## config.mk

```make
export PLATFORM = sky130hd
export DESIGN_NAME = act_buf_scheduler_flat
export DESIGN_NICKNAME = d
export VERILOG_FILES = /design/src/rtl/act_buf_scheduler_if.sv /design/src/rtl/act_buf_scheduler.sv /design/src/flat_wrapper.sv
export SDC_FILE = /design/constraint.sdc
export NUM_CORES = 1
export LEC_CHECK = 0
export CAP_MARGIN = 15
export CORE_ASPECT_RATIO = 0.8
export CORE_UTILIZATION = 42
export DETAILED_ROUTE_END_ITERATION = 7
export PLACE_DENSITY = 0.81
export REMOVE_ABC_BUFFERS = 1
export SLEW_MARGIN = 20
export SYNTH_ARGS = -nofsm -noshare
export SYNTH_HDL_FRONTEND = slang
export SYNTH_SLANG_ARGS = --single-unit
```

## constraint.sdc

```tcl
create_clock -name clk -period 3.55 [get_ports clk]
set_input_delay 0.355 -clock clk [delete_from_list [all_inputs] [get_ports clk]]
set_output_delay 0.355 -clock clk [all_outputs]
set_load 0.02 [all_outputs]
```

## src/rtl/act_buf_scheduler_if.sv

```systemverilog
// act_buf_scheduler_if: host write, tile command, buffer port and array stream signals of the activation buffer scheduler.
interface act_buf_scheduler_if #(
  parameter int DATA_WIDTH      = 8,
  parameter int NUM_ACTIVATIONS = 256
);
  localparam int ADDR_W = $clog2(NUM_ACTIVATIONS);
  logic                  wr_valid;
  logic                  wr_ready;
  logic [ADDR_W-1:0]     wr_addr;
  logic [DATA_WIDTH-1:0] wr_data;
  logic                  cmd_valid;
  logic                  cmd_ready;
  logic [ADDR_W-1:0]     cmd_base;
  logic [ADDR_W:0]       cmd_len;
  logic                  stall;
  logic                  buf_load_enable;
  logic [ADDR_W-1:0]     buf_load_addr;
  logic [DATA_WIDTH-1:0] buf_load_data;
  logic                  buf_read_enable;
  logic [ADDR_W-1:0]     buf_read_addr;
  logic [DATA_WIDTH-1:0] buf_data;
  logic                  out_valid;
  logic [DATA_WIDTH-1:0] out_data;
  logic                  out_last;
  logic                  busy;
  logic                  done;
  modport slave (
    input  wr_valid, wr_addr, wr_data, cmd_valid, cmd_base, cmd_len, stall, buf_data,
    output wr_ready, cmd_ready, buf_load_enable, buf_load_addr, buf_load_data,
           buf_read_enable, buf_read_addr, out_valid, out_data, out_last, busy, done
  );
  modport master (
    output wr_valid, wr_addr, wr_data, cmd_valid, cmd_base, cmd_len, stall, buf_data,
    input  wr_ready, cmd_ready, buf_load_enable, buf_load_addr, buf_load_data,
           buf_read_enable, buf_read_addr, out_valid, out_data, out_last, busy, done
  );
endinterface

```

## src/rtl/act_buf_scheduler.sv

```systemverilog
// act_buf_scheduler: streams tile reads from the activation buffer one per cycle and
// blocks host writes that would land in the not-yet-read part of the active window.
module act_buf_scheduler #(
  parameter int NUM_ACTIVATIONS = 256
) (
  input logic             clk,
  input logic             rst_n,
  act_buf_scheduler_if.slave bus
);
  localparam int ADDR_W = $clog2(NUM_ACTIVATIONS);
  localparam logic [ADDR_W:0] MAX_LEN = (ADDR_W+1)'(NUM_ACTIVATIONS);
  localparam logic [ADDR_W:0] ONE     = (ADDR_W+1)'(1);
  typedef enum logic [1:0] {IDLE, STREAM, DRAIN} state_t;
  state_t            r_state;
  state_t            w_next;
  logic [ADDR_W-1:0] r_rd_ptr;
  logic [ADDR_W-1:0] w_offset;
  logic [ADDR_W:0]   r_remaining;
  logic [ADDR_W:0]   w_len;
  logic              r_out_valid;
  logic              r_out_last;
  logic              r_done;
  logic              w_accept;
  logic              w_issue;
  logic              w_final;
  always_ff @(posedge clk or negedge rst_n)
    if (!rst_n) r_state <= IDLE;
    else        r_state <= w_next;
  always_comb begin
    w_len                = bus.cmd_len > MAX_LEN ? MAX_LEN : bus.cmd_len;
    w_offset             = bus.wr_addr - r_rd_ptr;
    bus.cmd_ready        = r_state == IDLE;
    w_accept             = bus.cmd_ready && bus.cmd_valid;
    w_issue              = r_state == STREAM && !bus.stall;
    w_final              = w_issue && r_remaining == ONE;
    bus.buf_read_enable  = w_issue;
    bus.buf_read_addr    = r_rd_ptr;
    // offset is measured from the next unread entry, so offset < remaining is the unread window
    bus.wr_ready         = r_state != STREAM || {1'b0, w_offset} >= r_remaining;
    bus.buf_load_enable  = bus.wr_valid && bus.wr_ready;
    bus.buf_load_addr    = bus.wr_addr;
    bus.buf_load_data    = bus.wr_data;
    bus.out_valid        = r_out_valid;
    bus.out_last         = r_out_last;
    bus.out_data         = bus.buf_data;
    bus.done             = r_done;
    bus.busy             = r_state != IDLE;
    w_next = r_state == IDLE   ? (w_accept && w_len != '0 ? STREAM : IDLE) :
             r_state == STREAM ? (w_final ? DRAIN : STREAM) : IDLE;
  end
  always_ff @(posedge clk or negedge rst_n)
    if (!rst_n) begin
      r_rd_ptr    <= '0;
      r_remaining <= '0;
      r_out_valid <= 1'b0;
      r_out_last  <= 1'b0;
      r_done      <= 1'b0;
    end else begin
      r_out_valid <= w_issue;
      r_out_last  <= w_final;
      // a zero-length command completes without streaming
      r_done      <= w_final || (w_accept && w_len == '0);
      if (w_accept) begin
        r_rd_ptr    <= bus.cmd_base;
        r_remaining <= w_len;
      end else if (w_issue) begin
        r_rd_ptr    <= r_rd_ptr + ADDR_W'(1);
        r_remaining <= r_remaining - ONE;
      end
    end
endmodule
```

## src/flat_wrapper.sv

```systemverilog
// flat-port wrapper written by rule: the top's interface ports become plain ports
module act_buf_scheduler_flat 
#(
  parameter int NUM_ACTIVATIONS = 256
)
  (clk, rst_n, bus_wr_valid, bus_wr_addr, bus_wr_data, bus_cmd_valid, bus_cmd_base, bus_cmd_len, bus_stall, bus_buf_data, bus_wr_ready, bus_cmd_ready, bus_buf_load_enable, bus_buf_load_addr, bus_buf_load_data, bus_buf_read_enable, bus_buf_read_addr, bus_out_valid, bus_out_data, bus_out_last, bus_busy, bus_done);
  act_buf_scheduler_if #(.NUM_ACTIVATIONS(NUM_ACTIVATIONS)) bus_i ();
  input logic clk;
  input logic rst_n;
  input wire logic [$bits(bus_i.wr_valid)-1:0] bus_wr_valid;
  input wire logic [$bits(bus_i.wr_addr)-1:0] bus_wr_addr;
  input wire logic [$bits(bus_i.wr_data)-1:0] bus_wr_data;
  input wire logic [$bits(bus_i.cmd_valid)-1:0] bus_cmd_valid;
  input wire logic [$bits(bus_i.cmd_base)-1:0] bus_cmd_base;
  input wire logic [$bits(bus_i.cmd_len)-1:0] bus_cmd_len;
  input wire logic [$bits(bus_i.stall)-1:0] bus_stall;
  input wire logic [$bits(bus_i.buf_data)-1:0] bus_buf_data;
  output wire logic [$bits(bus_i.wr_ready)-1:0] bus_wr_ready;
  output wire logic [$bits(bus_i.cmd_ready)-1:0] bus_cmd_ready;
  output wire logic [$bits(bus_i.buf_load_enable)-1:0] bus_buf_load_enable;
  output wire logic [$bits(bus_i.buf_load_addr)-1:0] bus_buf_load_addr;
  output wire logic [$bits(bus_i.buf_load_data)-1:0] bus_buf_load_data;
  output wire logic [$bits(bus_i.buf_read_enable)-1:0] bus_buf_read_enable;
  output wire logic [$bits(bus_i.buf_read_addr)-1:0] bus_buf_read_addr;
  output wire logic [$bits(bus_i.out_valid)-1:0] bus_out_valid;
  output wire logic [$bits(bus_i.out_data)-1:0] bus_out_data;
  output wire logic [$bits(bus_i.out_last)-1:0] bus_out_last;
  output wire logic [$bits(bus_i.busy)-1:0] bus_busy;
  output wire logic [$bits(bus_i.done)-1:0] bus_done;
  assign bus_i.wr_valid = bus_wr_valid;
  assign bus_i.wr_addr = bus_wr_addr;
  assign bus_i.wr_data = bus_wr_data;
  assign bus_i.cmd_valid = bus_cmd_valid;
  assign bus_i.cmd_base = bus_cmd_base;
  assign bus_i.cmd_len = bus_cmd_len;
  assign bus_i.stall = bus_stall;
  assign bus_i.buf_data = bus_buf_data;
  assign bus_wr_ready = bus_i.wr_ready;
  assign bus_cmd_ready = bus_i.cmd_ready;
  assign bus_buf_load_enable = bus_i.buf_load_enable;
  assign bus_buf_load_addr = bus_i.buf_load_addr;
  assign bus_buf_load_data = bus_i.buf_load_data;
  assign bus_buf_read_enable = bus_i.buf_read_enable;
  assign bus_buf_read_addr = bus_i.buf_read_addr;
  assign bus_out_valid = bus_i.out_valid;
  assign bus_out_data = bus_i.out_data;
  assign bus_out_last = bus_i.out_last;
  assign bus_busy = bus_i.busy;
  assign bus_done = bus_i.done;
  act_buf_scheduler #(.NUM_ACTIVATIONS(NUM_ACTIVATIONS)) u_core (.clk(clk), .rst_n(rst_n), .bus(bus_i));
endmodule
```

Word-level counts from Yosys, hierarchy flattened. Index checks and enable logic that the tools add are counted.

Add/subtract/negate cells: 3. Magnitude comparators: 2. Eq/ne operators: 3. Mux-type cells: 9. Reductions and logical operators: 14.

Operator list (number): 9-bit two-way mux (3); 8-bit two-way mux (2); 9-bit by 1-bit == test with 1-bit output, second input constant (1); 8-bit by 9-bit greater-or-equal comparator with 1-bit output (1); 9-bit greater-than comparator, second input constant (1); 9-bit logical NOT (1); 9-bit nonzero test (1); 9-bit by 1-bit subtractor with 9-bit output, second input constant (1); 8-bit by 1-bit adder with 8-bit output, second input constant (1); 8-bit subtractor (1); 1-bit logical AND (6); 2-bit two-way mux (3); 2-bit nonzero test (2); 2-bit by 1-bit == test with 1-bit output, second input constant (1); 2-bit logical NOT (1); 1-bit logical OR (2); 2-bit by 1-bit != test with 1-bit output, second input constant (1); 1-bit logical NOT (1); 1-bit two-way mux (1).

Register bits after elaboration: 22. Bits of input ports: 46. Output and inout port bits: 40. Word-level logic and storage cells: 37.

Longest topological paths before layout.
Depth in word-level cells: 6. Mapped depth: 14. Depth with buffers taken out: 14.

Least setup slack after synthesis. OpenSTA, ideal clock, no wires.

Path type: register to output. From: register u_core.r_rd_ptr[0] (netlist: u_core.bus.buf_read_addr[0]). To: output bus_buf_load_enable. Arrival: 3.081 ns. Setup slack: 0.114 ns. Stages on the path, launching flop included: 12. Cells stage by stage: dfrtp_1 > ha_1 > fa_1 > nor2b_1 > o21ai_0 > a21boi_0 > nor4_1 > a311o_1 > ha_1 > nand4_1 > o211a_1 > nor3b_1.

Cells in the longest elaborated chain, start to end: 4.

Ends and longest elaborated chain: from (decl) (line act_buf_scheduler.sv:16) `logic [ADDR_W-1:0] r_rd_ptr;`; from (signal assigned) (line act_buf_scheduler.sv:64) `r_rd_ptr <= bus.cmd_base;`; from (signal assigned) (line act_buf_scheduler.sv:67) `r_rd_ptr <= r_rd_ptr + ADDR_W'(1);`; 8-bit subtractor (line act_buf_scheduler.sv:31) `w_offset = bus.wr_addr - r_rd_ptr;`; 8-bit by 9-bit greater-or-equal comparator with 1-bit output (line act_buf_scheduler.sv:39) `bus.wr_ready = r_state != STREAM || {1'b0, w_offset} >= r_remaining;`; 1-bit logical OR (line act_buf_scheduler.sv:39); 1-bit logical AND (line act_buf_scheduler.sv:40) `bus.buf_load_enable = bus.wr_valid && bus.wr_ready;`; to (decl) (line flat_wrapper.sv:20) `output wire logic [$bits(bus_i.buf_load_enable)-1:0] bus_buf_load_enable;`.

No other way between the ends.

Final worst setup path.
From: input bus_wr_addr[2]. To: output bus_buf_load_enable.

Cells in the longest elaborated chain, start to end: 4.

Ends and longest elaborated chain: from (decl) (line flat_wrapper.sv:11) `input wire logic [$bits(bus_i.wr_addr)-1:0] bus_wr_addr;`; 8-bit subtractor (line act_buf_scheduler.sv:31); 8-bit by 9-bit greater-or-equal comparator with 1-bit output (line act_buf_scheduler.sv:39); 1-bit logical OR (line act_buf_scheduler.sv:39); 1-bit logical AND (line act_buf_scheduler.sv:40).

No other way between the ends.

==> results.md <==
- The data required time of the worst path is 3190 ps.
- TritonCTS built the clock tree.
- The average cell area after synthesis is 8.43 um2.
- In the synthesized netlist the dominant register cell turns out to be dfrtp_1.
- The clock period could shrink to 3320 ps.
- The number of buffer and inverter instances along the worst setup path is 3.
- The number of maximum-capacitance violations is 0.
- Of the total power, the share spent switching nets is 0.433.
- The clock buffer count from CTS is 3.
- The synthesized design contains 22 register bits.
- The cell area power density is 861 nW/um2.
- The number of enable flip-flop cells after synthesis is 0.
- Measured on the finished design, the core utilization comes to 0.580.
- The launching element type of the critical path is an input pin.
- The net count of the finished layout is ~330.
- The area of the core region is 4230 um2.
- Clock tree synthesis selected as its root buffer the cell clkbuf_8.
- From synthesis to final layout, the design area changed by 30.5%.
- STA classifies the critical path endpoint as a primary output.
- The floorplan row count is 21.
- In the routed layout, each cell is associated on average with a via count of 5.16.
- Clock-pin slew was measured on the worst setup and hold paths at 80 ps.
- The number of ports placed on the die boundary is 86.
- In the routed design, unresolved DRC markers number 0.
- The area of the die is 4750 um2.
- The beginning of the worst register-to-register path is u_core.r_state[1].
- The global-route usage over all layers is 0.201.
- The wire length of the first global-routing pass is 7.27 mm.
- The detailed-placement wirelength estimate is 3.54 mm.
- Including well taps, the total number of placed cells is 314.
- The pin count of the biggest net entering global routing is 30.
- The data arrival at the endpoint of the critical path is 2960 ps.
- The cell with the most instances on the worst path is buf_4.
- The number of port buffers is 53.
- The pre-CTS setup slack is -586 ps.
- The worst ir drop on vdd is between 0.0004 and 0.0005 V.
- In this run the cell area of the synthesized design comes to approximately 1900 um2.
- At the pin with the least slew margin, the transition time is 916 ps.
- For the final database, setup skew stands at 1.49 ps.
- The delay of the slowest critical-path stage is 480 ps.
- The first detailed-routing pass ran for 4 iterations.
- The run finished with clean final reports.
- The slowest library cell on the worst path is clkdlybuf4s50_1.
- The total overflow reported by the global router is 0.
- The die boundary width is 76.8 um.
- The vertical die dimension is 61.8 um.
- The proportion of power drawn by combinational gates is 0.681.
- Setup violations remaining at the end of the flow were counted as 0.
- Counting every sink on the clock net gives 22.
- The cell-internal power is roughly 1.2 mW.
- The number of antenna diodes in the final layout is 0.
- The count of cells along the worst register-to-register path is 5.
- The routed layout has around 1600 vias.
- Of the total power, the clock network draws 0.112.
- In this run the number of H-tree levels came out at 1.
- The share of the Yosys chip area taken by registers is 0.293.
- The insertion delay of the later-clocked pin in the worst-skew pair is 260 ps.
- In the final layout, the share of cells above drive strength 1 is 0.115.
- The initial antenna violation count is 0.
- The type of the worst setup path is in -> out.
- The analysis attributes to net switching a power of 0.915 mW.
- The final number of max-transition violations is 0.
- In this run the critical register-to-register path is captured at u_core.r_remaining[4].
- Setup repair after global routing left no endpoint under its margin.
- After technology mapping, the gate count stands at about 220.
- The type of the most critical hold path is in -> async.
- The starting utilization of the core area is 0.444.
- The proportion of synthesized flip-flops having asynchronous set or reset is 1.00.
- Of the available clock period, the critical path in the final layout requires 0.934.
- In this run, the number of DRC markers left after iteration 0 of detailed routing was 126.
- Among cell families on the critical path, the largest total delay comes from compound AO/OA/AOI/OAI gates.
- Dividing the detail-routed wire length by the instance count gives 14.5 um.
- The number of unique standard cell types used by synthesis is 38.
- Timing would allow up to 302 MHz.
- In this run, post-CTS hold repair placed 0 buffers.
- Setup slack closes at 234 ps.
- The global placement routability congestion is 0.823.
- The worst-case clock buffer depth is 2.
- The count of cells in the finished layout, fillers not included, comes to 319.
- Walking the worst path, the cells encountered are clkdlybuf4s50_1 > ha_1 > nor2b_2 > o21ai_2 > a21boi_2 > buf_4 > a311o_1 > ha_4 > nand4_1 > o211a_1 > nor3b_2 > buf_4.
- In this run the tightest slew margin relative to its limit is 0.390.
- Setup slack on the worst reg-to-reg path comes out at 1520 ps.
- The via count of the first global-routing pass is 1560.
- The relative contribution of sequential cells to total power is 0.207.
- Summed over all cells, the static leakage comes to 1.11 nW.
- The hold violation count in the final report was 0.
- The total routed wirelength is 4.63 mm.
- Of all nets on the critical path, the largest fanout is 2.
- The detail route stage leaves a number of antenna-violating nets equal to 0.
- Yosys printed 0 warnings.
power by group through the flow:
| stage | clock network, mW | registers, mW | logic, mW |
|---|---|---|---|
| 2_1_floorplan | 0 | 0.494 | 0.793 |
| 3_3_place_gp | 0 | 0.435 | 1.30 |
| 3_5_place_dp | 0 | 0.440 | 1.35 |
| 4_1_cts | 0.241 | 0.436 | 1.39 |
| 5_1_grt | 0.247 | 0.452 | 1.60 |
| 6_report | 0.236 | 0.437 | 1.44 |
placed cells by master, fill, tap and decap left out, types with 3 or more instances in the layout:
| master | count |
|---|---|
| buf_4 | 13 |
| o21ai_0 | 16 |
| ha_1 | 16 |
| nor3_1 | 4 |
| nand3_1 | 6 |
| nand3b_1 | 7 |
| clkdlybuf4s50_1 | 49 |
| nor2_1 | 12 |
| a21oi_1 | 12 |
| nor4_1 | 4 |
| clkbuf_8 | 3 |
| inv_1 | 26 |
| a31oi_1 | 3 |
| and3_1 | 4 |
| xnor2_1 | 15 |
| dfrtp_1 | 22 |
| nand2_1 | 15 |
flip-flops by register name, indices dropped and copies added (netlist names):
register / count
u_core.bus.buf_read_addr: 8
u_core.bus.done: 1
u_core.bus.out_last: 1
u_core.bus.out_valid: 1
u_core.r_remaining: 9
u_core.r_state: 2
cell usage after synthesis (2+ instances only):
master	count	area, um2
buf_2	3	15.0
nor3_1	4	20.0
nand3_1	6	30.0
a211oi_1	2	15.0
a21o_1	2	15.0
nor2b_1	3	18.8
a31oi_1	3	18.8
dfrtp_1	22	551
a21oi_1	12	60.1
nand2_1	15	56.3
nand4_1	2	12.5
o21ai_0	17	85.1
and3_1	4	25.0
xnor2_1	15	131
xor2_1	2	17.5
nor4_1	4	25.0
nor2_1	12	45.0
inv_1	26	97.6
ha_1	18	225
buf_4	27	203
nand3b_1	7	52.6
stage by stage:
stage	hold slack, ps	area (um2)	TNS (ps)	total power [mW]
3_3_place_gp	518	2350	-903	1.74
2_1_floorplan	59.4	1660	0	1.29
6_report	43.4	2450	0	2.11
5_1_grt	86.1	2450	0	2.30
4_1_cts	553	2420	-6.09	2.07
3_5_place_dp	544	2350	-1060	1.79
metal layers:
metal	track usage	part of all wire	wire, um	vias up
li1	-	-	-	813
met1	0.265	0.47	2190	751
met3	0.0730	0.087	404	6
met4	0.0385	0.013	62	0
met5	0.0300	0	0	-
met2	0.318	0.43	1970	75
timing repair:
action | CTS | global route
setup buffers | 1 | 0
pin swaps | 3 | 6
endpoints found under the setup margin | 2 | 2
resized for setup | 14 | 7
kinds of logic after synthesis:
group,share of synthesized area
adder cells (fa/ha/maj),0.130
flip-flops,0.293
XOR/XNOR,0.0792
AND/OR/NAND/NOR,0.191
buffers and inverters,0.168
AO/OA/AOI/OAI,0.138
final cells by class:
cell class	count	area (um2)
fillers	406	1780
well taps	57	71.3
clock inverters	1	30.0
inverters	26	97.6
repair buffers	65	611
multi-input cells	145	1050
flip-flops and latches	22	551
clock buffers	3	41.3
how the worst max path moves through the flow:
stage | cells after the start | from | slack, ps | end
6_report | 12 | bus_wr_addr[2] | 230 | bus_buf_load_enable
5_1_grt | 13 | bus_wr_addr[2] | 30 | bus_buf_load_enable
4_1_cts | 14 | bus_wr_addr[0] | -6 | bus_buf_load_enable
3_5_place_dp | 14 | bus_wr_addr[0] | -590 | bus_buf_load_enable
3_3_place_gp | 14 | bus_wr_addr[0] | -510 | bus_buf_load_enable
2_1_floorplan | 11 | u_core.bus.buf_read_addr[0] | 110 | bus_buf_load_enable
Power figures use the tool's default switching activity.
